==> config.mk <==
export PLATFORM = sky130hd
export DESIGN_NAME = pc_stack_reg
export DESIGN_NICKNAME = d
export VERILOG_FILES = /design/src/rtl/pc_defs.sv /design/src/rtl/pc_ras.sv /design/src/rtl/pc_stack_reg.sv
export SDC_FILE = /design/constraint.sdc
export NUM_CORES = 1
export LEC_CHECK = 0
export ABC_AREA = 1
export ABC_CLOCK_PERIOD_IN_PS = 4500
export BUFFER_PORTS_ARGS = -buffer_cell sky130_fd_sc_hd__buf_2
export CELL_PAD_IN_SITES_DETAIL_PLACEMENT = 2
export CELL_PAD_IN_SITES_GLOBAL_PLACEMENT = 2
export CORE_MARGIN = 5
export CORE_UTILIZATION = 36
export DETAILED_ROUTE_END_ITERATION = 7
export GPL_TIMING_DRIVEN = 0
export PLACE_DENSITY = 0.76
export SLEW_MARGIN = 20
export SYNTH_ARGS = -nofsm -noshare
export SYNTH_HDL_FRONTEND = slang
export SYNTH_SLANG_ARGS = --single-unit
==> constraint.sdc <==
create_clock -name clk -period 4.5 [get_ports clk]
set_clock_uncertainty 0.1 [all_clocks]
set_input_delay 0.675 -clock clk [delete_from_list [all_inputs] [get_ports clk]]
set_output_delay 0.675 -clock clk [all_outputs]
set_load 0.01 [all_outputs]
==> src/rtl/pc_defs.sv <==
// Shared parameter defaults and command encoding for the PC / return stack.
package pc_defs;

   localparam int          DEF_N        = 64;
   localparam int          DEF_DEPTH    = 8;
   localparam int          DEF_STEP     = 4;
   localparam logic [63:0] DEF_RESET_PC = 64'h0;

   typedef enum logic [2:0] {
      CMD_HOLD  = 3'd0,
      CMD_EN    = 3'd1,
      CMD_LOAD  = 3'd2,
      CMD_CALL  = 3'd3,
      CMD_RET   = 3'd4,
      CMD_STALL = 3'd5
   } cmd_e;

   // Fixed priority: stall > ret > call > l > en > hold.
   function automatic cmd_e decode_cmd(
      input logic stall,
      input logic ret,
      input logic call,
      input logic l,
      input logic en
   );
      cmd_e c;
      if (stall)     c = CMD_STALL;
      else if (ret)  c = CMD_RET;
      else if (call) c = CMD_CALL;
      else if (l)    c = CMD_LOAD;
      else if (en)   c = CMD_EN;
      else           c = CMD_HOLD;
      return c;
   endfunction

endpackage

==> src/rtl/pc_ras.sv <==
// Circular return-address stack with count, pointer and sticky
// overflow/underflow flags.
module pc_ras
   import pc_defs::*;
#(
   parameter int N     = DEF_N,
   parameter int DEPTH = DEF_DEPTH,
   localparam int AW   = $clog2(DEPTH),
   localparam int CW   = $clog2(DEPTH) + 1
) (
   input  logic          clk,
   input  logic          reset,
   input  logic          push,
   input  logic          pop,
   input  logic [N-1:0]  data,
   output logic [N-1:0]  top,
   output logic [CW-1:0] count,
   output logic          empty,
   output logic          full,
   output logic          ovf,
   output logic          unf
);

   logic [N-1:0]  mem [DEPTH];
   logic [AW-1:0] ptr;

   assign empty = (count == '0);
   assign full  = (count == CW'(DEPTH));
   assign top   = mem[ptr - AW'(1)];

   // ptr is the next free slot; when full it also marks the oldest entry,
   // so a push while full overwrites exactly that entry.
   always_ff @(posedge clk or posedge reset) begin
      if (reset) begin
         ptr   <= '0;
         count <= '0;
         ovf   <= 1'b0;
         unf   <= 1'b0;
      end else if (push) begin
         ptr <= ptr + AW'(1);
         if (full) ovf   <= 1'b1;
         else      count <= count + CW'(1);
      end else if (pop) begin
         if (empty) begin
            unf <= 1'b1;
         end else begin
            ptr   <= ptr - AW'(1);
            count <= count - CW'(1);
         end
      end
   end

   always_ff @(posedge clk) begin
      if (push) mem[ptr] <= data;
   end

endmodule

==> src/rtl/pc_stack_reg.sv <==
// Program counter with jump, call/return via a return-address stack,
// and stall; next-PC selection and the q register live here.
module pc_stack_reg
   import pc_defs::*;
#(
   parameter int          N        = DEF_N,
   parameter int          DEPTH    = DEF_DEPTH,
   parameter int          STEP     = DEF_STEP,
   parameter logic [N-1:0] RESET_PC = N'(DEF_RESET_PC)
) (
   input  logic         clk,
   input  logic         reset,
   input  logic         en,
   input  logic         stall,
   input  logic         l,
   input  logic         call,
   input  logic         ret,
   input  logic [N-1:0] r,
   output logic [N-1:0] q,
   output logic         ras_empty,
   output logic         ras_full,
   output logic         ras_ovf,
   output logic         ras_unf
);

   localparam int CW = $clog2(DEPTH) + 1;

   cmd_e          cmd;
   logic [N-1:0]  q_seq;
   logic [N-1:0]  q_next;
   logic [N-1:0]  ras_top;
   logic [CW-1:0] ras_count;
   logic          push;
   logic          pop;

   assign cmd   = decode_cmd(stall, ret, call, l, en);
   assign q_seq = q + N'(STEP);
   assign push  = (cmd == CMD_CALL);
   assign pop   = (cmd == CMD_RET);

   pc_ras #(
      .N     (N),
      .DEPTH (DEPTH)
   ) u_ras (
      .clk   (clk),
      .reset (reset),
      .push  (push),
      .pop   (pop),
      .data  (q_seq),
      .top   (ras_top),
      .count (ras_count),
      .empty (ras_empty),
      .full  (ras_full),
      .ovf   (ras_ovf),
      .unf   (ras_unf)
   );

   // A return on an empty stack falls through to the next sequential PC.
   always_comb begin
      q_next = q;
      unique case (cmd)
         CMD_RET:  q_next = ras_empty ? q_seq : ras_top;
         CMD_CALL: q_next = r;
         CMD_LOAD: q_next = r;
         CMD_EN:   q_next = q_seq;
         default:  q_next = q;
      endcase
   end

   always_ff @(posedge clk or posedge reset) begin
      if (reset) q <= RESET_PC;
      else       q <= q_next;
   end

endmodule

# Yosys cells after proc, flatten, opt, wreduce, memory -nomap -nowiden
# Memory sizes are Yosys's and may differ from the RTL's.
# Cells that the tools add are included.
totals:
  output_inout_bits: 68
  ramBits: 512
  memories: 1
  reg_bits: 73
op_classes:
  mux: 16
  reduce_logical: 8
  eq_ne: 7
  bitwise_logic: 1
  add_sub_neg: 5
memory_table:
  columns: ["memory", "words", "word_bits", "read_ports", "rd_ports_with_merged_regs", "write_ports", "line", "rtl"]
  rows:
  - ["u_ras.mem", 8, 64, 1, 0, 1, "pc_ras.sv:24", "logic [N-1:0] mem [DEPTH];"]
op_table:
  columns: ["operator", "n"]
  rows:
  - ["64-bit one-hot mux with 3 select lines", 1]
  - ["64-bit by 3-bit adder with 64-bit output, second input constant", 1]
  - ["64-bit 2-to-1 mux", 1]
  - ["4-bit 2-to-1 mux", 4]
  - ["3-bit 2-to-1 mux", 5]
  - ["3-bit by 2-bit equality test with 1-bit output, second input constant", 2]
  - ["3-bit AND reduction", 2]
  - ["4-bit by 1-bit adder with 4-bit output, second input constant", 1]
  - ["4-bit equality test, second input constant", 1]
  - ["4-bit logical NOT", 1]
  - ["2-bit 2-to-1 mux", 2]
  - ["2-bit AND reduction", 2]
  - ["4-bit by 1-bit subtractor with 4-bit output, second input constant", 1]
  - ["3-bit by 1-bit adder with 3-bit output, second input constant", 1]
  - ["3-bit by 1-bit equality test with 1-bit output, second input constant", 1]
  - ["3-bit equality test, second input constant", 1]
  - ["1-bit 2-to-1 mux", 3]
  - ["3-bit nonzero test", 1]
  - ["3-bit by 1-bit subtractor with 3-bit output, second input constant", 1]
  - ["2-bit by 1-bit inequality test with 1-bit output, second input constant", 1]
  - ["2-bit inequality test, second input constant", 1]
  - ["2-bit nonzero test", 1]
  - ["2-bit OR reduction", 1]
  - ["1-bit NOT", 1]

# Depth between registers and ports, before layout
# Gate-level depths: netlist (run 1).
depth:
  word_depth: 8
  ltp_mapped: 18
  mapped_depth_nobuf: 12

# Hierarchy
# Synthesis (run 1) repeated with hierarchy kept, for this count alone.
hier_totals:
  cells_unflattened: 2887
  area_unflattened_um2: 27242.4
by_module_without_submodules:
  columns: ["module", "seq_area_each_um2", "instances", "cells_each", "area_each_um2"]
  rows:
  - ["pc_ras", 15600.0, 1, 1790, 21037.7]
  - ["pc_stack_reg", 1601.5, 1, 1097, 6204.7]

# Worst setup path after synthesis (run 1)
# Ideal clock, no wire load.
synth_timing:
  kind: "input-to-reg"
  start: "input port ret"
  end: "memory u_ras.mem[0][0] (netlist name), enable pin"
  arrival_time_ns: 3.939
  path_buffers: 0
  required_ns: 3.914
  setup_slack_ns: -0.025
  path_stages: 5
  cell_sequence: "nor2_1 nand2_1 nor2_2 nand2_1 nor2_1"
synth_via:
  elab_chain_cells: 5
synth_lines:
  columns: ["element", "line", "rtl"]
  rows:
  - ["start: declaration", "pc_stack_reg.sv:17", "input logic ret,"]
  - ["3-bit 2-to-1 mux", "pc_defs.sv:28", "else if (ret) c = CMD_RET;"]
  - ["3-bit 2-to-1 mux", "pc_defs.sv:27", "if (stall) c = CMD_STALL;"]
  - ["3-bit by 2-bit equality test with 1-bit output", "pc_stack_reg.sv:38", "assign push = (cmd == CMD_CALL);"]
  - ["1-bit 2-to-1 mux", "pc_ras.sv:54", "if (push) mem[ptr] <= data;"]
  - ["1-bit 2-to-1 mux (not written as such)", "pc_ras.sv:54", null]
  - ["end: declaration", "pc_ras.sv:24", null]
# Every way passes these cells.

# Worst setup path after layout (run 1)
layout_timing:
  start: "register u_ras.ptr[0]"
  end: "register q[10]"
layout_via:
  elab_chain_cells: 4
layout_lines:
  columns: ["element", "line", "rtl"]
  rows:
  - ["start: declaration", "pc_ras.sv:25", "logic [AW-1:0] ptr;"]
  - ["start signal: assignment", "pc_ras.sv:40", "ptr <= ptr + AW'(1);"]
  - ["start signal: assignment", "pc_ras.sv:47", "ptr <= ptr - AW'(1);"]
  - ["3-bit by 1-bit subtractor with 3-bit output", "pc_ras.sv:29", "assign top = mem[ptr - AW'(1)];"]
  - ["memory read 8 x 64 bit", null, null]
  - ["64-bit 2-to-1 mux", "pc_stack_reg.sv:62", "CMD_RET: q_next = ras_empty ? q_seq : ras_top;"]
  - ["64-bit one-hot mux with 3 select lines", "pc_stack_reg.sv:61", "unique case (cmd)"]
  - ["end signal: assignment", "pc_stack_reg.sv:72", "else q <= q_next;"]
  - ["end: declaration", "pc_stack_reg.sv:19", "output logic [N-1:0] q,"]
# Every way passes these cells.
# A chain may end at the register's enable or synchronous reset.

==> out/results.tsv, run 1 <==
stage	metric	value	unit
timing	drv_slew	0	
synthesis	ys.flop_type	edfxtp_1	
synthesis	yosys_warnings	0	
clock_network	cts_setup_buffers	0	
routing	m1WireLength	48.5	mm
die	initial_core_util	36.2	%
synthesis	synth_cells	2561	
synthesis	synthTopCellsByCount	edfxtp_1 (512), nand2_1 (509), nor2_1 (441), o21ai_0 (269), nand3_1 (137)	
placed_design	dp_hpwl	85.3	mm
power_and_ir_drop	p_per_area	795	nW/µm²
power_and_ir_drop	ir_drop	0.314	mV
worst_setup_path	arrival	4870	ps
die	ios	139	
clock_network	worstSkewPairLatency	640	ps
global_routing	track_usage	29.9	%
cells_and_area	final_core_util	42.8	%
clock_network	htreeDepth	3	
global_routing	grt_pass1_vias	24400	
worst_setup_path	worstSetupEndpointType	flip-flop	
synthesis	seq_area_frac_synth	65.3	%
global_routing	grt_pass1_wl	171	mm
routing	vias_per_cell	5.77	
die	die_y	280	µm
power_and_ir_drop	p_leak	11.4	nW
timing	setup_viol	0	
timing	relSlewSlack	16.1	%
synthesis	synth_cell_types	37	
die	placementRows	99	
global_routing	grt_max_degree	55	
synthesis	synth.most_common_cell	edfxtp_1	
placed_design	gp_congestion	0.935	
worst_setup_path	crit_required	4960	ps
global_routing	grt_overflow	0	
clock_network	cts_buffers	67	
timing	fin_crit_sh	98.0	%
synthesis	synthesis.area	26300	µm²
cells_and_area	drive_gt1_share	13.3	%
routing	drt_wl_total	119	mm
outcome	status	finished clean	
routing	wl_met3	7.22	mm
die	die_x	280	µm
clock_network	cts.path.max_buffers	3	
worst_setup_path	critPathKind	flip-flop to flip-flop	
worst_setup_path	crit_fanout	19	
synthesis	synth_area_leaders	edfxtp_1 (58%), nand2_1 (7.3%), dfrtp_1 (6.9%)	
routing	drt_iter0_drc	1956	
cells_and_area	antenna_cells	0	
clock_network	cts_tree	done	
clock_network	clock-root-buffer	clkbuf_16	
timing	rsz0062_at_grt	false	
die	die-area	78600	µm²
synthesis	synthArstFlopShare	12.5	%
timing	period_minus_slack	4410	ps
timing	max_freq	227	MHz
flow_run	max_cap_viol_count	0	
placed_design	numPortBuffers	138	
global_routing	antenna_found_initial	3	
timing	hold_viol_final	0	
synthesis	synth_top_area_cell	edfxtp_1	
synthesis	synth.top_cell.area_share	58.4	%
synthesis	synth_nets	2638	
cells_and_area	syn2layout_area_growth	18.1	%
die	core	72700	µm²
routing	first_pass_iters	5	
cells_and_area	seqCellArea	17200	µm²
routing	vias	22000	
routing	dr_wl_met2	58.8	mm
synthesis	synth_edf_count	512	
routing	topRoutingLayerUsed	met4	
routing	wl_per_cell	31.2	µm
cells_and_area	multi_input_area	8020	µm²
synthesis	avgSynthCellArea	10.3	µm²
timing	holdWs	213	ps
synthesis	ys_ff_latch	585	
timing	tightestPinTransition	1260	ps
routing	drtAntennaViolNets	0	
cells_and_area	nFillCells	7654	
clock_network	cts_sinks	585	
cells_and_area	fin_nets	2874	
routing	drc_errors	0	
clock_network	clk_pin_slew	60	ps
worst_setup_path	critPathLaunchType	flip-flop	
min_path	hold_class	primary input to flip-flop	
-- layout by cell type, fill, tap and decap left out, drive strengths merged, types with 19 or more instances in the layout --
master	instances
clkbuf	156
buf	244
inv	142
edfxtp	512
o21ai	291
o22ai	82
nand3	140
dfrtp	73
a21oi	59
nand2	518
xor2	26
nor2	458
clkinv	19
o211ai	54
-- flip-flops by register name (all words and copies together) (netlist names) --
| signal | cells |
|---|---|
| u_ras.unf | 1 |
| q | 64 |
| u_ras.ovf | 1 |
| u_ras.mem | 512 |
| u_ras.ptr | 3 |
| u_ras.count | 4 |
-- worst max-delay path, stage by stage (launching register included) --
cell and delay, ps:
dfrtp_1 350, buf_2 420, inv_2 170, buf_4 250, buf_4 230, buf_2 240
ha_1 420, clkbuf_4 360, buf_6 340, buf_2 430, o21ai_0 190, o22ai_1 250
nand2_1 80, nand3_1 130, o211ai_1 120, a21oi_1 210
-- cell families (layout without fill, tap and decap cells) --
family	count (synthesis)	in the layout	synth area share, %
AO/OA/AOI/OAI	510	510	10.9
buffers and inverters	278	565	4.44
adder cells (fa/ha/maj)	6	6	0.314
AND/OR/NAND/NOR	1144	1144	17.7
flip-flops	585	585	65.3
XOR/XNOR	38	38	1.26
-- repair_timing --
action / 4_1_cts / 5_1_grt
setup endpoints to repair: 9 / 30
endpoints found under the hold margin: 19 / 0
gates resized for setup: 1 / 12
cloned: 0 / 0
hold buffers: 1 / 0
-- worst paths after layout --
path / startpoint / endpoint / slack [ps] / depth (start not counted)
min: r[4] / q[4] / 210 / 3
min reg2reg: u_ras.unf / u_ras.unf / 370 / 1
max: u_ras.ptr[0] / q[10] / 90 / 15
max reg2reg: u_ras.ptr[0] / q[10] / 90 / 15
max in group asynchronous: reset / q[32] / 3150 / 4
min in group asynchronous: reset / q[2] / 460 / 3
-- stage by stage --
stage | setup WS [ps] | setup TNS [ps] | total power [mW] | cell area (µm²) | cells
CTS | 14.2 | 0 | 24.6 | 31100 | 3807
global route | 17.3 | 0 | 25.8 | 31100 | 3807
finish | 91.4 | 0 | 24.7 | 31100 | 3807
floorplan | -25.2 | -12910 | 13.8 | 26300 | 2561
global placement | -4200 | -2023780 | 18.4 | 28200 | 3658
detailed placement | -74.9 | -149 | 19.1 | 29000 | 3687
-- final cells by class --
type / count / share of cell area [%]
plain buffers: 139 / 2.13
clock buffers: 94 / 6.05
clock inverters: 26 / 0.740
inverters: 138 / 1.68
multi-input cells: 1698 / 25.8
flip-flops and latches: 585 / 55.3
well taps: 959 / 3.86
repair buffers: 168 / 4.43
-- layer usage --
metal	vias to the layer above	track usage, %
li1	9398	-
met1	11500	38.2
met2	863	51.4
met3	202	4.53
met4	0	11.6
met5	-	0
-- report_power, final --
part | switching [mW] | total [mW] | internal, mW
sequential | 0.871 | 8.07 | 7.20
combinational | 8.33 | 11.2 | 2.89
clock | 2.31 | 5.41 | 3.10
(Power assumes the default switching activity.)
==> inputs of run 2 (changes only) <==
--- a/config.mk
+++ b/config.mk
@@ -10,7 +10,7 @@
 export BUFFER_PORTS_ARGS = -buffer_cell sky130_fd_sc_hd__buf_2
 export CELL_PAD_IN_SITES_DETAIL_PLACEMENT = 2
 export CELL_PAD_IN_SITES_GLOBAL_PLACEMENT = 2
-export CORE_MARGIN = 5
+export CORE_MARGIN = 2
 export CORE_UTILIZATION = 36
 export DETAILED_ROUTE_END_ITERATION = 7
 export GPL_TIMING_DRIVEN = 0
==> out/results.tsv, run 2 (synthesized netlist as in run 1, its figures left out) <==
stage	metric	value	unit
clock_network	cts_tree	done	
die	die_x	274	µm
die	die-area	75300	µm²
clock_network	clock-root-buffer	clkbuf_16	
die	core	72700	µm²
cells_and_area	mostFrequentLayoutCells	edfxtp_1 (512), nand2_1 (509), nor2_1 (433), o21ai_0 (269), buf_2 (196)	
global_routing	grt_pass1_vias	24300	
worst_setup_path	crit_fanout	10	
worst_setup_path	arrival	4840	ps
cells_and_area	final_core_util	42.8	%
clock_network	clk_pin_slew	60	ps
cells_and_area	drive_gt1_share	13.6	%
die	initial_core_util	36.2	%
routing	drt_wl_total	119	mm
routing	wl_per_cell	31.1	µm
worst_setup_path	critPathLaunchType	flip-flop	
placed_design	dp_hpwl	85.0	mm
global_routing	grt_max_degree	50	
cells_and_area	syn2layout_area_growth	18.2	%
placed_design	gp_congestion	0.952	
global_routing	grt_overflow	0	
timing	drv_slew	0	
worst_setup_path	worstSetupEndpointType	flip-flop	
min_path	min-delay-start	r[2]	
clock_network	worstSkewPairLatency	620	ps
placed_design	numPortBuffers	138	
clock_network	cts_sinks	585	
global_routing	grt_pass1_wl	171	mm
worst_setup_path	crit_required	4940	ps
cells_and_area	reg_top3	u_ras.mem: 512 flops, q: 64 flops, u_ras.count: 4 flops	
global_routing	track_usage	31.8	%
worst_setup_path	cp_slowest_stage_delay	580	ps
clock_network	cts.path.max_buffers	3	
clock_network	htreeDepth	3	
outcome	status	finished clean	
cells_and_area	regMostFlops	u_ras.mem	
clock_network	cts_buffers	70	
timing	setup_viol	0	
worst_setup_path	crit_slowest_cell	clkbuf_1	
power_and_ir_drop	ir_drop	0.384	mV
routing	vias_per_cell	5.79	
worst_setup_path	critPathKind	flip-flop to flip-flop	
timing	period_minus_slack	4400	ps
power_and_ir_drop	total_power	24.9	mW
worst_setup_path	timing.rr.start	u_ras.ptr[0]	
die	die_y	274	µm
routing	drtAntennaViolNets	0	
timing	hold_viol_final	0	
timing	rsz0062_at_grt	false	
worst_setup_path	startpoint	u_ras.ptr[0]	
flow_run	max_cap_viol_count	0	
global_routing	antenna_found_initial	5	
power_and_ir_drop	p_per_area	802	nW/µm²
routing	first_pass_iters	6	
power_and_ir_drop	p_leak	11.4	nW
die	placementRows	99	
die	ios	139	
routing	vias	22100	
cells_and_area	fin_nets	2875	
cells_and_area	layout_commonest_cell	edfxtp_1	
timing	relSlewSlack	20.3	%
routing	drc_errors	0	
clock_network	cts_setup_buffers	0	
cells_and_area	largest_reg_flops	512	
timing	tightestPinTransition	1200	ps
routing	drt_iter0_drc	2098	
timing	max_freq	227	MHz
timing	fin_crit_sh	97.7	%
worst_setup_path	crit_chain	buf_2 > inv_2 > buf_4 > buf_4 > buf_2 > ha_1 > clkbuf_4 > inv_2 > buf_6 > clkbuf_1 > o21ai_0 > o22ai_1 > nand2_1 > nand3_1 > nand3_1 > a21oi_1	
min_path	hold_class	primary input to flip-flop	
run 2: changes by cell type in the layout (fill, tap and decap cells not counted), moves of 2 or more:
cell / before / now
clkbuf_2: 6 / 8
buf_12: 16 / 18
clkbuf_1: 75 / 70
buf_16: 13 / 8
clkinv_1: 10 / 15
clkbuf_16: 70 / 74
diode_2: 0 / 2
clkinv_4: 0 / 2
clkinvlp_4: 0 / 3
run 2: critical path: cells and delay by family (launching register included):
kind / cells / cell delay [ps]
AO/OA/AOI/OAI: 3 / 610
buffers and inverters: 9 / 2520
AND/OR/NAND/NOR: 3 / 280
flip-flops: 1 / 390
adder cells (fa/ha/maj): 1 / 360
run 2: per-layer routing:
metal  track usage, %  part of all wire [%]  vias to the layer above
li1                 -                     -                     9406
met1             40.8                    41                    11600
met5                0                     0                        -
met2             53.3                    48                      872
met3             4.47                   6.2                      254
met4             14.3                   4.4                        0
run 2: per-stage QoR:
step,TNS [ps],hold WS (ps),std cells,setup WS [ps],cell area (µm²)
after global routing,0,235,3814,2.58,31100
final,0,225,3816,103,31100
after global placement,-1921460,337,3658,-4010,28200
after detailed placement,-65.0,344,3684,-32.5,28900
after floorplan,-12910,393,2561,-25.2,26300
after CTS,0,194,3814,53.0,31100
run 2: report_power, final:
group          internal, mW  switching (mW)
clock                  3.20            2.36
combinational          2.89            8.42
sequential             7.20           0.869
run 2: what timing repair did:
item	in CTS	in global routing
gates cloned	0	0
hold buffers	1	0
endpoints found under the setup margin	6	13
endpoints found under the hold margin	24	0
gates resized for setup	1	14
run 2: area by class of cell:
| class | instances | area, µm² |
|---|---|---|
| clock inverter | 35 | 246 |
| buffer | 140 | 664 |
| multi-input combinational | 1698 | 8020 |
| sequential | 585 | 17200 |
| tap | 959 | 1200 |
| clock buffer | 94 | 1970 |
| timing repair buffer | 165 | 1280 |
| inverter | 138 | 523 |
| fill | 7619 | 41600 |
| antenna | 2 | 5.00 |
run 2: worst paths after layout:
check | end | cells past startpoint | slack [ps]
setup / recovery | q[49] | 16 | 100
hold / removal | q[2] | 3 | 220
setup reg to reg | q[49] | 16 | 100
hold reg to reg | u_ras.unf | 1 | 350
max in group asynchronous | q[26] | 4 | 3130
min in group asynchronous | u_ras.unf | 3 | 490
